### src/rtl/uart_tx_fifo.sv
// Byte FIFO in front of the UART transmitter: buffers bus writes and drains them one frame at a
// time through the tx_start / tx_ready handshake.
module uart_tx_fifo #(
  parameter int unsigned DEPTH_LOG2 = 4
) (
  input  logic                  clk,
  input  logic                  rst,
  input  logic [7:0]            wr_data,
  input  logic                  wr_en,
  input  logic                  flush,
  input  logic                  ovf_clr,
  output logic                  full,
  output logic                  empty,
  output logic [DEPTH_LOG2:0]   count,
  output logic                  overflow,
  output logic [7:0]            tx_data,
  output logic                  tx_start,
  input  logic                  tx_ready
);

  localparam int unsigned Depth = 1 << DEPTH_LOG2;
  localparam logic [DEPTH_LOG2:0] DepthCnt = (DEPTH_LOG2 + 1)'(Depth);

  typedef enum logic [1:0] {StIdle, StWaitBusy, StWaitDone} state_e;

  logic [7:0]            mem [Depth];
  logic [DEPTH_LOG2-1:0] wr_ptr_q, rd_ptr_q;
  logic [DEPTH_LOG2:0]   count_q, count_d;
  logic                  overflow_q, overflow_d;
  logic [7:0]            tx_data_q, tx_data_d;
  logic                  tx_start_q, tx_start_d;
  state_e                state_q, state_d;
  logic                  wr_accept, wr_drop, pop;

  assign full     = (count_q == DepthCnt);
  assign empty    = (count_q == '0);
  assign count    = count_q;
  assign overflow = overflow_q;
  assign tx_data  = tx_data_q;
  assign tx_start = tx_start_q;

  // Flush swallows both the same-cycle write and the same-cycle pop.
  assign wr_accept = wr_en && !full && !flush;
  assign wr_drop   = wr_en && full && !flush;
  assign pop       = (state_q == StIdle) && !empty && tx_ready && !flush;

  always_comb begin
    count_d = count_q;
    if (flush) begin
      count_d = '0;
    end else begin
      unique case ({wr_accept, pop})
        2'b10:   count_d = count_q + 1'b1;
        2'b01:   count_d = count_q - 1'b1;
        default: count_d = count_q;
      endcase
    end
  end

  // A dropped write beats a simultaneous clear.
  always_comb begin
    overflow_d = overflow_q;
    if (wr_drop) begin
      overflow_d = 1'b1;
    end else if (ovf_clr) begin
      overflow_d = 1'b0;
    end
  end

  always_comb begin
    state_d    = state_q;
    tx_data_d  = tx_data_q;
    tx_start_d = 1'b0;
    unique case (state_q)
      StIdle: begin
        if (pop) begin
          tx_data_d  = mem[rd_ptr_q];
          tx_start_d = 1'b1;
          state_d    = StWaitBusy;
        end
      end
      // tx_ready is still high during the pulse cycle; only its fall means the frame started.
      StWaitBusy: begin
        if (!tx_ready) state_d = StWaitDone;
      end
      StWaitDone: begin
        if (tx_ready) state_d = StIdle;
      end
      default: state_d = StIdle;
    endcase
  end

  always_ff @(posedge clk) begin
    if (wr_accept) mem[wr_ptr_q] <= wr_data;
  end

  always_ff @(posedge clk or posedge rst) begin
    if (rst) begin
      wr_ptr_q   <= '0;
      rd_ptr_q   <= '0;
      count_q    <= '0;
      overflow_q <= 1'b0;
      tx_data_q  <= 8'h00;
      tx_start_q <= 1'b0;
      state_q    <= StIdle;
    end else begin
      if (flush) begin
        wr_ptr_q <= '0;
        rd_ptr_q <= '0;
      end else begin
        if (wr_accept) wr_ptr_q <= wr_ptr_q + 1'b1;
        if (pop)       rd_ptr_q <= rd_ptr_q + 1'b1;
      end
      count_q    <= count_d;
      overflow_q <= overflow_d;
      tx_data_q  <= tx_data_d;
      tx_start_q <= tx_start_d;
      state_q    <= state_d;
    end
  end

endmodule

### config.mk
export PLATFORM = sky130hd
export DESIGN_NAME = uart_tx_fifo
export DESIGN_NICKNAME = d
export VERILOG_FILES = /design/src/rtl/uart_tx_fifo.sv
export SDC_FILE = /design/constraint.sdc
export NUM_CORES = 1
export LEC_CHECK = 0
export ABC_AREA = 1
export BUFFER_PORTS_ARGS = -buffer_cell sky130_fd_sc_hd__clkbuf_2
export CAP_MARGIN = 20
export CORE_MARGIN = 2
export CORE_UTILIZATION = 60
export CTS_BUF_LIST = sky130_fd_sc_hd__clkbuf_16
export CTS_CLUSTER_SIZE = 8
export DETAILED_ROUTE_END_ITERATION = 12
export GPL_ROUTABILITY_DRIVEN = 0
export HOLD_SLACK_MARGIN = 0.08
export PLACE_DENSITY = 0.78
export SLEW_MARGIN = 20
export SYNTH_ARGS = -nofsm -noshare
export SYNTH_HDL_FRONTEND = slang
export SYNTH_SLANG_ARGS = --single-unit
### constraint.sdc
create_clock -name clk -period 2.2 [get_ports clk]
set_input_delay 0.66 -clock clk [delete_from_list [all_inputs] [get_ports clk]]
set_output_delay 0.66 -clock clk [all_outputs]
set_load 0.01 [all_outputs]
==> impl_metrics.ini <==
[synthesis]
yosysTopAreaCellShare = 0.589
yosysTopAreaCell = edfxtp_1
ys_seq_elements = 153
async_reset_ff_frac = 0.163
syn_area_per_cell_um2 = 10.9
synth-seq-area-share = 0.685
syn_area_um2 = 6530
yosysUniqueCellTypes = 28
netlist_top_cells_area = edfxtp_1, dfrtp_1, nand2_1
yosysWarnings = 0
syn_inst = 597
syn-num-nets = 620
synthFlopType = edfxtp_1
synth_edf_count = 128

[global_routing]
antenna_found_initial = 0
grtUsageMet2 = 0.445
grt-ovfl-total = 0
grt_use_total = 0.271
grt_max_degree = 51
gr-usage-met1 = 0.355
use_met3 = 0.0585
grt_first_pass_wirelength_um = 23200
top_usage_layer = met2
grt_pass1_vias = 4559

[worst_setup_path]
slowest_delay_ns = 0.45
worst_ep_arrival_time_ns = 2.46
path_max_fanout = 5
crit_path_end_kind = flip-flop
cpMostUsedCell = nand2_1
worstSetupStartpointType = flip-flop
crit_required_ns = 2.56
cp_slowest_cell = dfrtp_2
cp_cell_sequence = nor2_4, nand3_4, nand2_2, inv_2, nor2_4, ha_1, a21oi_2, nand2_1, nand2_1, nand2_1, inv_1, nand2_1, nand2_1, nand2_1, nand2_1
worst-setup-path-type = flip-flop to flip-flop

[timing]
post-route-period-util = 0.955
max_slew.worst_pin.slew_ns = 0.694
holdWs_ns = 0.267
slew_viol_final = 0
relSlewSlack = 0.534
setup_viol = 0
clock_skew_ns = 0.00614
max_freq_ghz = 0.476
finalHoldViolCount = 0
fin_crit_ns = 2.10

[drt]
drt_iter0_drc = 447
via_per_inst = 5.84
ant_nets = 0
drtPass1Iterations = 6
avgRoutedWirePerCell_um = 18.3
num_vias = 4709
drc = 0
routed_wirelength_um = 14800

[layout]
final_common_cell = nand2_1
drive_gt1_frac = 0.184
fin_util = 0.707
antenna_cells = 0
fin_cells = 807
final_nets = 677
most-common-layout-cells = nand2_1, edfxtp_1, nor2_1
syn2layout_area_growth_pct = 16.5

[power]
p_leak_nw = 3.00
internal_power_mw = 5.69
fin_total_pwr_mw = 8.26
peakVddDrop_uv = 645
p_sw_frac = 0.311
comb_power_share = 0.223
p_sw_mw = 2.57
p_per_area_nw_per_um2 = 1090
seqPwrFrac = 0.421
pwr-share-clk = 0.357

[clocking]
cts_buffers = 17
tritoncts = built
cts_buffer_depth = 2
htree_levels = 4
hold_buffers = 0
cts_root_buffer = clkbuf_16
clkSlewWorstSetupHoldPaths_ns = 0.06
cts.sinks = 153
clock_latency_ns = 0.42

[die]
fp.dieH_um = 108
coreArea_um2 = 10700
die_area_um2 = 11700
die_w_um = 108
rows = 38
initial_core_util = 0.607
io_pins = 31

[min_path]
hold_class = primary input to async pin

[placed_design]
dpl.cell_count = 774
hpwl_um = 9040
port_buffers = 30

[outcome]
outcome = finished, final reports clean

[run]
max-cap-violations = 0
[Yosys cell counts (3+ instances only)]
cell,number
buf_2,8
nand2_1,130
inv_2,5
dfrtp_1,25
o21ai_0,24
clkbuf_1,7
buf_6,4
nand3_1,54
o21ai_1,38
nor2_1,116
inv_1,15
ha_1,8
a21oi_1,6
edfxtp_1,128
nand3_2,3
nand2_2,4
buf_4,8
[through the flow]
| stage | instance area (um^2) | setup TNS [ns] | setup slack, ns |
|---|---|---|---|
| global placement | 6950 | -0.109 | -0.0989 |
| global route | 7600 | -0.0395 | -0.0395 |
| finish | 7600 | 0 | 0.0989 |
| CTS | 7560 | 0 | 0.0167 |
| floorplan | 6530 | -0.0382 | -0.0382 |
| detailed placement | 6950 | -0.357 | -0.234 |
[critical path: cells and delay by family (launching register included)]
family	cells	cell delay, ns
AND/OR/NAND/NOR	11	0.99
adder cells (fa/ha/maj)	1	0.29
AO/OA/AOI/OAI	1	0.18
buffers and inverters	2	0.13
flip-flops	1	0.45
[power by group through the flow]
stage	registers, mW	clock network (mW)	logic [mW]
finish	3.47	2.95	1.84
global placement	3.50	0	1.68
CTS	3.45	2.95	1.77
detailed placement	3.51	0	1.74
global route	3.49	3.07	2.03
floorplan	3.54	0	1.12
[area by class of cell]
cell class                 instances  area (um^2)
tap                              140          175
clock inverter                    15          183
multi-input combinational        395         1830
inverter                          22         82.6
sequential                       153         4480
clock buffer                      17          425
fill                             731         3140
timing repair buffer              65          425
[registers in the layout, indices dropped and copies added (netlist names)]
name and count:
overflow 1, state_q 2, mem 128, count 5, wr_ptr_q 4, tx_data 8
tx_start 1, rd_ptr_q 4
[per-layer routing]
metal | share of wire | routed length, um | vias up
li1 | - | - | 2155
met1 | 0.39 | 5730 | 2334
met2 | 0.51 | 7570 | 195
met3 | 0.077 | 1140 | 25
met4 | 0.022 | 329 | 0
met5 | 0 | 0 | -
[kinds of logic after synthesis]
| group | synth area share |
|---|---|
| and+or+nand+nor | 0.202 |
| DFF | 0.685 |
| AOI/OAI and AO/OA | 0.0533 |
| buffers and inverters | 0.0389 |
| adders and majority gates | 0.0184 |
| xor gates and xnor gates | 0.00268 |
[path summary, 6_finish.rpt]
path / from / end / slack [ns] / depth (start not counted)
worst max-delay path: count[1] / count[4] / 0.1 / 15
max in group asynchronous: rst / count[3] / 1.66 / 3
worst min-delay path: rst / tx_data[7] / 0.27 / 3
worst min register to register: tx_data[6] / tx_data[6] / 0.48 / 2
min in group clk: ovf_clr / overflow / 0.43 / 2
worst max register to register: count[1] / count[4] / 0.1 / 15
[what timing repair did]
item                       in CTS  in global routing
setup buffers                   0                  1
gates resized for setup         1                 11
setup endpoints to repair       1                  2
pin swaps                       0                  3
Power figures use the tool's default switching activity.
